### config.mk
export PLATFORM = sky130hd
export DESIGN_NAME = pong_engine
export DESIGN_NICKNAME = d
export VERILOG_FILES = /design/src/rtl/pong_engine.sv
export SDC_FILE = /design/constraint.sdc
export NUM_CORES = 1
export LEC_CHECK = 0
export BUFFER_PORTS_ARGS = -buffer_cell sky130_fd_sc_hd__buf_2
export CAP_MARGIN = 25
export CORE_ASPECT_RATIO = 1.1
export CORE_MARGIN = 1.5
export CORE_UTILIZATION = 30
export CTS_BUF_LIST = sky130_fd_sc_hd__clkbuf_4 sky130_fd_sc_hd__clkbuf_8 sky130_fd_sc_hd__clkbuf_16
export DETAILED_ROUTE_END_ITERATION = 7
export SLEW_MARGIN = 30
export SYNTH_ARGS = -nofsm -noshare
export SYNTH_HDL_FRONTEND = slang
export SYNTH_SLANG_ARGS = --single-unit
### constraint.sdc
create_clock -name clk -period 17 [get_ports clk]
set_input_delay 2.55 -clock clk [delete_from_list [all_inputs] [get_ports clk]]
set_output_delay 2.55 -clock clk [all_outputs]
set_load 0.02 [all_outputs]
### src/rtl/pong_engine.sv
// pong_engine: frame-rate core for two-player pong.
// Owns paddles, ball, scores, serve/play/pause/over FSM.
//
// Ports:
//   clk, rst              clock, synchronous active-high reset
//   frame_tick            one-cycle pulse per frame, advances the game
//   p1_up/p1_dn/p1_srv    player 1 controls (levels)
//   p2_up/p2_dn/p2_srv    player 2 controls (levels)
//   p1_y, p2_y            paddle centre y
//   ball_x, ball_y        ball centre
//   score1, score2        per-player scores (saturating)
//   state                 FSM encoding
//   evt_wall/paddle/point one-cycle event pulses
//   game_over             high while in OVER
module pong_engine #(
   parameter int FIELD_W      = 640,
   parameter int FIELD_H      = 480,
   parameter int PAD_H        = 50,
   parameter int PAD_W        = 8,
   parameter int BALL_SZ      = 8,
   parameter int P1_X         = 40,
   parameter int P2_X         = 600,
   parameter int P_SPD        = 4,
   parameter int B_SPD        = 2,
   parameter int MAX_SCORE    = 9,
   parameter int PAUSE_FRAMES = 60
) (
   input  logic       clk,
   input  logic       rst,
   input  logic       frame_tick,
   input  logic       p1_up,
   input  logic       p1_dn,
   input  logic       p1_srv,
   input  logic       p2_up,
   input  logic       p2_dn,
   input  logic       p2_srv,
   output logic [9:0] p1_y,
   output logic [9:0] p2_y,
   output logic [9:0] ball_x,
   output logic [9:0] ball_y,
   output logic [3:0] score1,
   output logic [3:0] score2,
   output logic [2:0] state,
   output logic       evt_wall,
   output logic       evt_paddle,
   output logic       evt_point,
   output logic       game_over
);

   typedef enum logic [2:0] {
      ST_SERVE_P1 = 3'd0,
      ST_SERVE_P2 = 3'd1,
      ST_PLAY     = 3'd2,
      ST_PAUSE    = 3'd3,
      ST_OVER     = 3'd4
   } state_t;

   localparam int LP_CW = $clog2(PAUSE_FRAMES + 1);

   localparam logic signed [11:0] LP_HB    = 12'(BALL_SZ / 2);
   localparam logic signed [11:0] LP_BSPD  = 12'(B_SPD);
   localparam logic signed [11:0] LP_PSPD  = 12'(P_SPD);
   localparam logic signed [11:0] LP_FH1   = 12'(FIELD_H - 1);
   localparam logic signed [11:0] LP_FW1   = 12'(FIELD_W - 1);
   localparam logic signed [11:0] LP_TOPY  = 12'(BALL_SZ / 2);
   localparam logic signed [11:0] LP_BOTY  = 12'(FIELD_H - 1 - BALL_SZ / 2);
   localparam logic signed [11:0] LP_P1R   = 12'(P1_X + PAD_W / 2);
   localparam logic signed [11:0] LP_P2L   = 12'(P2_X - PAD_W / 2);
   localparam logic signed [11:0] LP_REACH = 12'((PAD_H + BALL_SZ) / 2);
   localparam logic signed [11:0] LP_PMIN  = 12'(PAD_H / 2);
   localparam logic signed [11:0] LP_PMAX  = 12'(FIELD_H - PAD_H / 2);

   localparam logic [9:0] LP_CX     = 10'(FIELD_W / 2);
   localparam logic [9:0] LP_CY     = 10'(FIELD_H / 2);
   localparam logic [9:0] LP_P1HITX = 10'(P1_X + PAD_W / 2 + BALL_SZ / 2);
   localparam logic [9:0] LP_P2HITX = 10'(P2_X - PAD_W / 2 - BALL_SZ / 2);
   localparam logic [3:0] LP_MAX    = 4'(MAX_SCORE);
   localparam logic [LP_CW-1:0] LP_PLOAD = LP_CW'(PAUSE_FRAMES - 1);

   state_t           r_state;
   logic [9:0]       r_p1y, r_p2y, r_bx, r_by;
   logic             r_vx_neg, r_vy_neg;
   logic [3:0]       r_score1, r_score2;
   logic [LP_CW-1:0] r_pcnt;
   logic             r_p2_conceded;
   logic             r_srv1_q, r_srv2_q;
   logic             r_evt_wall, r_evt_paddle, r_evt_point;
   logic             r_game_over;

   logic              w_rise1, w_rise2;
   logic [9:0]        w_p1n, w_p2n;
   logic signed [11:0] w_bx, w_by, w_p1s, w_p2s;
   logic signed [11:0] w_nx, w_ny0, w_ny;
   logic signed [11:0] w_dy1, w_dy2, w_ady1, w_ady2;
   logic              w_vy_neg, w_wall;
   logic              w_hit1, w_hit2, w_miss1, w_miss2;

   // Signed step then clamp, so a paddle can never wrap past an edge.
   function automatic logic [9:0] f_pad(
      input logic [9:0] y,
      input logic       up,
      input logic       dn
   );
      logic signed [11:0] t;
      t = $signed({2'b00, y});
      if (dn && !up) t = t + LP_PSPD;
      else if (up && !dn) t = t - LP_PSPD;
      if (t < LP_PMIN) t = LP_PMIN;
      else if (t > LP_PMAX) t = LP_PMAX;
      return t[9:0];
   endfunction

   assign w_rise1 = p1_srv & ~r_srv1_q;
   assign w_rise2 = p2_srv & ~r_srv2_q;
   assign w_p1n   = f_pad(r_p1y, p1_up, p1_dn);
   assign w_p2n   = f_pad(r_p2y, p2_up, p2_dn);

   always_comb begin
      w_bx  = $signed({2'b00, r_bx});
      w_by  = $signed({2'b00, r_by});
      w_p1s = $signed({2'b00, r_p1y});
      w_p2s = $signed({2'b00, r_p2y});
      w_nx  = r_vx_neg ? (w_bx - LP_BSPD) : (w_bx + LP_BSPD);
      w_ny0 = r_vy_neg ? (w_by - LP_BSPD) : (w_by + LP_BSPD);
      w_ny     = w_ny0;
      w_vy_neg = r_vy_neg;
      w_wall   = 1'b0;
      if (w_ny0 - LP_HB <= 12'sd0) begin
         w_ny     = LP_TOPY;
         w_vy_neg = 1'b0;
         w_wall   = 1'b1;
      end else if (w_ny0 + LP_HB >= LP_FH1) begin
         w_ny     = LP_BOTY;
         w_vy_neg = 1'b1;
         w_wall   = 1'b1;
      end
      // Paddle reach is judged on the post-bounce y.
      w_dy1  = w_ny - w_p1s;
      w_dy2  = w_ny - w_p2s;
      w_ady1 = (w_dy1 < 12'sd0) ? -w_dy1 : w_dy1;
      w_ady2 = (w_dy2 < 12'sd0) ? -w_dy2 : w_dy2;
      // Hit only while crossing the paddle face this frame,
      // so a ball already behind the paddle cannot be rescued.
      w_hit1 = r_vx_neg
             && (w_nx - LP_HB <= LP_P1R)
             && (w_bx - LP_HB > LP_P1R - LP_BSPD)
             && (w_ady1 <= LP_REACH);
      w_hit2 = !r_vx_neg
             && (w_nx + LP_HB >= LP_P2L)
             && (w_bx + LP_HB < LP_P2L + LP_BSPD)
             && (w_ady2 <= LP_REACH);
      w_miss1 = !w_hit1 && !w_hit2
              && (w_nx - LP_HB <= 12'sd0);
      w_miss2 = !w_hit1 && !w_hit2 && !w_miss1
              && (w_nx + LP_HB >= LP_FW1);
   end

   always_ff @(posedge clk) begin
      if (rst) begin
         r_state       <= ST_SERVE_P1;
         r_p1y         <= LP_CY;
         r_p2y         <= LP_CY;
         r_bx          <= LP_CX;
         r_by          <= LP_CY;
         r_vx_neg      <= 1'b0;
         r_vy_neg      <= 1'b0;
         r_score1      <= 4'd0;
         r_score2      <= 4'd0;
         r_pcnt        <= '0;
         r_p2_conceded <= 1'b0;
         r_srv1_q      <= 1'b0;
         r_srv2_q      <= 1'b0;
         r_evt_wall    <= 1'b0;
         r_evt_paddle  <= 1'b0;
         r_evt_point   <= 1'b0;
         r_game_over   <= 1'b0;
      end else begin
         r_srv1_q     <= p1_srv;
         r_srv2_q     <= p2_srv;
         r_evt_wall   <= 1'b0;
         r_evt_paddle <= 1'b0;
         r_evt_point  <= 1'b0;
         if (frame_tick && r_state != ST_OVER) begin
            r_p1y <= w_p1n;
            r_p2y <= w_p2n;
         end
         unique case (r_state)
            ST_SERVE_P1: begin
               if (w_rise1) begin
                  r_state  <= ST_PLAY;
                  r_vx_neg <= 1'b0;
                  r_vy_neg <= 1'b0;
               end
            end
            ST_SERVE_P2: begin
               if (w_rise2) begin
                  r_state  <= ST_PLAY;
                  r_vx_neg <= 1'b1;
                  r_vy_neg <= 1'b0;
               end
            end
            ST_PLAY: begin
               if (frame_tick) begin
                  r_by       <= w_ny[9:0];
                  r_vy_neg   <= w_vy_neg;
                  r_evt_wall <= w_wall;
                  if (w_hit1) begin
                     r_bx         <= LP_P1HITX;
                     r_vx_neg     <= 1'b0;
                     r_evt_paddle <= 1'b1;
                  end else if (w_hit2) begin
                     r_bx         <= LP_P2HITX;
                     r_vx_neg     <= 1'b1;
                     r_evt_paddle <= 1'b1;
                  end else if (w_miss1 || w_miss2) begin
                     r_bx          <= LP_CX;
                     r_by          <= LP_CY;
                     r_evt_point   <= 1'b1;
                     r_state       <= ST_PAUSE;
                     r_pcnt        <= LP_PLOAD;
                     r_p2_conceded <= w_miss2;
                     if (w_miss1 && r_score2 != LP_MAX)
                        r_score2 <= r_score2 + 4'd1;
                     if (w_miss2 && r_score1 != LP_MAX)
                        r_score1 <= r_score1 + 4'd1;
                  end else begin
                     r_bx <= w_nx[9:0];
                  end
               end
            end
            ST_PAUSE: begin
               if (frame_tick) begin
                  if (r_pcnt != '0) begin
                     r_pcnt <= r_pcnt - LP_CW'(1);
                  end else if (r_score1 == LP_MAX
                            || r_score2 == LP_MAX) begin
                     r_state     <= ST_OVER;
                     r_game_over <= 1'b1;
                  end else begin
                     r_state <= r_p2_conceded ? ST_SERVE_P2
                                              : ST_SERVE_P1;
                  end
               end
            end
            ST_OVER: begin
               if (w_rise1 || w_rise2) begin
                  r_state     <= ST_SERVE_P1;
                  r_game_over <= 1'b0;
                  r_score1    <= 4'd0;
                  r_score2    <= 4'd0;
                  r_p1y       <= LP_CY;
                  r_p2y       <= LP_CY;
                  r_bx        <= LP_CX;
                  r_by        <= LP_CY;
                  r_vx_neg    <= 1'b0;
                  r_vy_neg    <= 1'b0;
               end
            end
            default: r_state <= ST_SERVE_P1;
         endcase
      end
   end

   assign p1_y       = r_p1y;
   assign p2_y       = r_p2y;
   assign ball_x     = r_bx;
   assign ball_y     = r_by;
   assign score1     = r_score1;
   assign score2     = r_score2;
   assign state      = r_state;
   assign evt_wall   = r_evt_wall;
   assign evt_paddle = r_evt_paddle;
   assign evt_point  = r_evt_point;
   assign game_over  = r_game_over;

endmodule

# == After elaboration in Yosys (flattened, before gate mapping) ==
# Index checks and enable logic that the tools add are counted.
# classes
n_addsub,21
magnitude_cmp,16
eq_ne,24
muxes,85
n_bitwise,8
reduce_logical,45
# op_table
op,count
two-way mux 10 bit,20
two-way mux 12 bit,10
two-way mux 4 bit,11
one-hot mux 10 bit (2 select lines),2
two-way mux 6 bit,6
adder 10 x 3 -> 11 bit (second input constant),3
subtractor 10 x 3 -> 11 bit (second input constant),3
two-way mux 3 bit,10
!= test 2 bit (second input constant),13
adder 12 x 4 -> 12 bit (second input constant),2
>= comparator 12 x 11 -> 1 bit (second input constant),2
greater-than comparator 12 x 10 -> 1 bit (second input constant),2
<= comparator 12 x 1 -> 1 bit (second input constant),2
<= comparator 12 x 6 -> 1 bit (second input constant),2
< comparator 12 x 1 -> 1 bit (second input constant),2
< comparator 12 x 6 -> 1 bit (second input constant),2
negator 12 bit,2
subtractor 12 x 11 -> 12 bit,2
subtractor 12 x 4 -> 12 bit (second input constant),2
adder 10 x 2 -> 11 bit (second input constant),2
subtractor 10 x 2 -> 11 bit (second input constant),2
AND reduction 7 bit,3
two-way mux 1 bit,19
logical AND 1 bit,17
other kinds (31),58
# word_totals
regBits,66
in_bits,9
output_inout_bits,55
wordCells,216

# == Longest topological paths before layout ==
# depth
word_depth,24
depth_mapped,24
mapped_depth_nobuf,23

# == Worst setup path after synthesis ==
# Ideal clock, no wire load.
# synth_timing
path_kind,flip-flop to flip-flop
startpoint,"register r_by[1], in the netlist ball_y[1]"
endpoint,register r_pcnt[3]
arrival_time_ns,5.930
slack_ns,10.950
path_stages_with_launch,22
n_path_buf,1
synth_period_minus_slack_ns,6.050
path_cell_list,dfxtp_1 > inv_1 > nor4b_1 > and3_1 > a32oi_1 > xor2_1 > or4b_2 > a21oi_1 > inv_1 > a21boi_0 > ha_1 > nor2b_1 > o2111ai_1 > nand3_1 > a221oi_1 > o221a_2 > o31ai_1 > a2111o_1 > o32a_4 > buf_6 > a211oi_1 > nor2_1
# synth_via
elab_chain_cells,20
elab_cells_between_ends,33
# synth_rtl
element,line,source
start: declaration,81,"logic [9:0] r_p1y, r_p2y, r_bx, r_by;"
start signal: assignment,204,r_by <= w_ny[9:0];
adder 10 x 2 -> 11 bit or subtractor 10 x 2 -> 11 bit (tied branches),124,w_ny0 = r_vy_neg ? (w_by - LP_BSPD) : (w_by + LP_BSPD);
two-way mux 12 bit *,124,
adder 12 x 4 -> 12 bit,132,end else if (w_ny0 + LP_HB >= LP_FH1) begin
>= comparator 12 x 10 -> 1 bit,132,
two-way mux 12 bit,132,
two-way mux 12 bit *,128,if (w_ny0 - LP_HB <= 12'sd0) begin
subtractor 12 x 11 -> 12 bit (on tied branches),"138, 139",
"negator 12 bit, or another cell as far along",140,w_ady1 = (w_dy1 < 12'sd0) ? -w_dy1 : w_dy1;
[... 4 more ...],n/a,
logical AND 1 bit,"152, 154",
logical AND 1 bit,153,&& (w_nx - LP_HB <= 12'sd0);
zero test 1 bit,154,w_miss2 = !w_hit1 && !w_hit2 && !w_miss1
logical AND 1 bit,154,
logical AND 1 bit,155,&& (w_nx + LP_HB >= LP_FW1);
logical OR 1 bit,215,end else if (w_miss1 || w_miss2) begin
!= test 2 bit (no line),n/a,
AND reduction 7 bit (no line) *,n/a,
end signal: assignment,234,r_pcnt <= r_pcnt - LP_CW'(1);
end: declaration,84,logic [LP_CW-1:0] r_pcnt;
# Mark *: on every way between the ends. The rest lies on a longest branch, timed or not.
# A chain may end at the register's enable or synchronous reset.

# == Worst setup path in the final report ==
# layout_timing
startpoint,"register r_by[1], in the netlist ball_y[1]"
endpoint,"register r_score2[1], in the netlist score2[1]"
# layout_via
elab_chain_cells,20
elab_cells_between_ends,35
# layout_rtl
element,line,source
adder 10 x 2 -> 11 bit or subtractor 10 x 2 -> 11 bit (tied branches),124,
two-way mux 12 bit *,124,
adder 12 x 4 -> 12 bit,132,
>= comparator 12 x 10 -> 1 bit,132,
two-way mux 12 bit,132,
two-way mux 12 bit *,128,
subtractor 12 x 11 -> 12 bit (on tied branches),"138, 139",
"negator 12 bit, or another cell as far along",140,
[... 4 more ...],n/a,
logical AND 1 bit,"152, 154",
logical AND 1 bit,153,
zero test 1 bit,154,
logical AND 1 bit,154,
logical AND 1 bit,155,
logical OR 1 bit,215,
!= test 2 bit (no line),n/a,
AND reduction 7 bit (no line) *,n/a,
end signal: assignment,223,r_score2 <= r_score2 + 4'd1;
end: declaration,83,"logic [3:0] r_score1, r_score2;"
# Marks and branches as above.

==> results_dict.tcl <==
set metrics [dict create \
    core-area_um2 20640 \
    viasPerCell 5.710 \
    hp-class "reg -> reg" \
    cts_tree "built" \
    finalCriticalPeriod_ps 6856 \
    wire_per_inst_um 16.27 \
    cts.sinks 65 \
    synth_edf_count 0 \
    fmax_mhz 145.9 \
    clk_pin_slew_worst_paths_ps 60 \
    switchingPower_uw 192.1 \
    num-nets-final 921 \
    synth_flop_cell "dfxtp_1" \
    p_per_area_nw_per_um2 75.78 \
    routed_wl_mm 18.38 \
    place_ws_ps 10230 \
    tightest_slew_ps 853.5 \
    layout_setup_ws_ps 10140 \
    cts_resized 0 \
    antenna_found_initial 0 \
    cp.required_ps 17220 \
    ant_nets 0 \
    ys_types 86 \
    drt_pass1_iterations 7 \
    cap_viol_max_count 0 \
    p_int_uw 348.6 \
    floorplan.die_area_um2 21980 \
    htreeDepth 3 \
    cts-root-buf "clkbuf_16" \
    end_kind "flop" \
    first_iter_violations 504 \
    placedInstanceArea_um2 6820 \
    grt_pass1_wl_mm 30.06 \
    slew_viol_final 0 \
    grt_max_degree 26 \
    drc 0 \
    clock_path_buffers 2 \
    ys_ff_latch 65 \
    drive_above_1_share_pct 12.70 \
    final_cells 1130 \
    gp_congestion 0.8821 \
    ys_warn_count 0 \
    max_stage_delay_ps 700 \
    p_total_uw 540.7 \
    power_switching_share_pct 35.53 \
    num_antenna_cells 0 \
    syn-instance-count 828 \
    rows 55 \
    cp_cell_sequence "inv_1, nor4b_1, and3_1, a32oi_1, xor2_1, or4b_2, a21oi_1, inv_1, a21boi_0, ha_1, nor2b_1, o2111ai_1, nand3_1, a221oi_1, o221a_2, o31ai_1, a2111o_1, nor3_1, nor3_1, mux2i_1" \
    dp_hpwl_mm 13.92 \
    fin_tns_setup_ps 0 \
    grt_use_total_pct 16.87 \
    report.final.hold_viol_count 0 \
    start_kind "flop" \
    power_frac_seq_pct 31.3 \
    slew-limit-headroom_pct 42.59 \
    cp_max_fo 8 \
    dp.cells 1114 \
    syn_area_um2 6329 \
    areaGrowthSynthToFinish_pct 12.75 \
    cts_hold_buf 0 \
    cts-buffers-inserted 9 \
    rsz0062_at_grt "false" \
    initial_utilization_pct 30.65 \
    vdd_drop_max_mv 0.05063 \
    die_w_um 141.5 \
    seq_area_frac_synth_pct 20.56 \
    power_frac_comb_pct 32.2 \
    grt.overflow.total 0 \
    crit_family "compound AO/OA/AOI/OAI gates" \
    clock_latency_ps 340 \
    crit_buf_inv 2 \
    portBuffers 62 \
    post_cts_buffers 0 \
    setup_viol 0 \
    leakage_uw 0.002739 \
    arrival_ps 7070 \
    die_h_um 155.3 \
    pin_count 64 \
    async_reset_ff_share_pct 0 \
    design_area_um2 7136 \
    grt_pass1_vias 5909 \
    num_vias 6452 \
    final_cell_mix "a21oi_1, dfxtp_1, buf_2, nand2_1, nor2_1" \
    clkPwrFrac_pct 36.6 \
    status "finished, final reports clean" \
    worstSetupPathType "reg -> reg" \
    avgSynthCellArea_um2 7.643 \
    cp_slowest_cell "a21boi_0" \
    fin_crit_sh_pct 40.33 \
    fin_skew_ps 7.851 \
]
## power groups by stage
stage                     logic [µW]  clock network, µW  registers (µW)
after floorplan                  135                  0             171
after global placement           171                  0             172
after detailed placement         170                  0             172
after CTS                        172                201             169
after global routing             194                209             171
final                            174                198             169
## flip-flops by register name, indices dropped and copies added, names as in the netlist
signal         flops
r_srv1_q           1
r_srv2_q           1
evt_paddle         1
game_over          1
r_vx_neg           1
ball_y            10
score2             4
p1_y              10
p2_y              10
ball_x             9
score1             4
r_vy_neg           1
state              3
evt_point          1
r_pcnt             6
evt_wall           1
r_p2_conceded      1
## worst paths after layout
kind,from,to,slack (ps),cells after the start
worst max-delay path,ball_y[1]$_SDFFE_PP0P_,score2[1]$_SDFFE_PP0P_,10140,20
worst min-delay path,game_over$_SDFFE_PP0P_,game_over$_SDFFE_PP0P_,470,2
worst max register to register,ball_y[1]$_SDFFE_PP0P_,score2[1]$_SDFFE_PP0P_,10140,20
worst min register to register,game_over$_SDFFE_PP0P_,game_over$_SDFFE_PP0P_,470,2
## layer usage
| layer | GRT usage [%] | vias up | wire, µm |
|---|---|---|---|
| li1 | - | 3230 | - |
| met1 | 23.41 | 3047 | 9113 |
| met2 | 26.24 | 151 | 8120 |
| met3 | 2.955 | 24 | 794 |
| met4 | 5.891 | 0 | 352 |
| met5 | 0 | - | 0 |
## worst reg2reg max path, cell delays in order, from the launching register on
cell and delay, ps:
dfxtp_1 470, inv_1 120, nor4b_1 390, and3_1 270
a32oi_1 130, xor2_1 190, or4b_2 640, a21oi_1 310
inv_1 130, a21boi_0 710, ha_1 380, nor2b_1 150
o2111ai_1 260, nand3_1 150, a221oi_1 650, o221a_2 320
o31ai_1 70, a2111o_1 470, nor3_1 590, nor3_1 210
mux2i_1 160
## Yosys cell counts (all sizes together), types with 6 or more instances
cell type  number  share of area, %
nand2          57               3.4
a211oi         15               2.0
nand4           9              0.89
nand3          19               1.5
a21o           11               1.3
buf            12               1.2
or3            17               1.7
nor4b           6              0.83
and2           11               1.1
nand2b         15               1.5
a31oi          12               1.2
xor2           15               2.1
clkbuf         25               1.5
nor3           37               3.0
nor4           12               1.2
o21ai          44               3.5
nor3b           6              0.71
o21a           13               1.5
inv            44               2.6
o2111ai         6              0.83
dfxtp          65                21
o31ai           7              0.83
nor2           54               3.2
and3           10              0.99
nand3b          8              0.95
nor2b          24               2.4
mux2i           7               1.1
o211ai         16               1.9
ha             41               8.1
xnor2          22               3.0
or2             6              0.59
a21oi          65               5.1
## cells by family (layout without fill, tap and decap cells)
logic type      Yosys count  count (layout)  share of synthesized area (%)
compound gates          279             279                          31.63
simple gates            312             312                          26.97
mux                      10              10                          1.641
buf+inv                  81             125                          5.279
fa+ha+maj                43              43                          8.739
flops                    65              65                          20.56
xor+xnor                 37              37                          5.121
other cells               1               3                        0.05926
## per-stage QoR
stage / hold WS (ps) / utilization [%]
2_1_floorplan: 448.8 / -
5_1_grt: 498.8 / 34.56
4_1_cts: 476.3 / 34.56
3_3_place_gp: 456.5 / 33.04
3_5_place_dp: 460.2 / 33.04
6_report: 472.4 / 34.56
## layout make-up
cell class                 count  area, µm²
timing repair buffer          65      332.8
multi-input combinational    684       4701
clock inverter                 5      62.56
sequential                    65       1301
tap                          256      320.3
inverter                      44      165.2
fill                        2209      13510
clock buffer                  11      252.7
(Power assumes the default switching activity.)
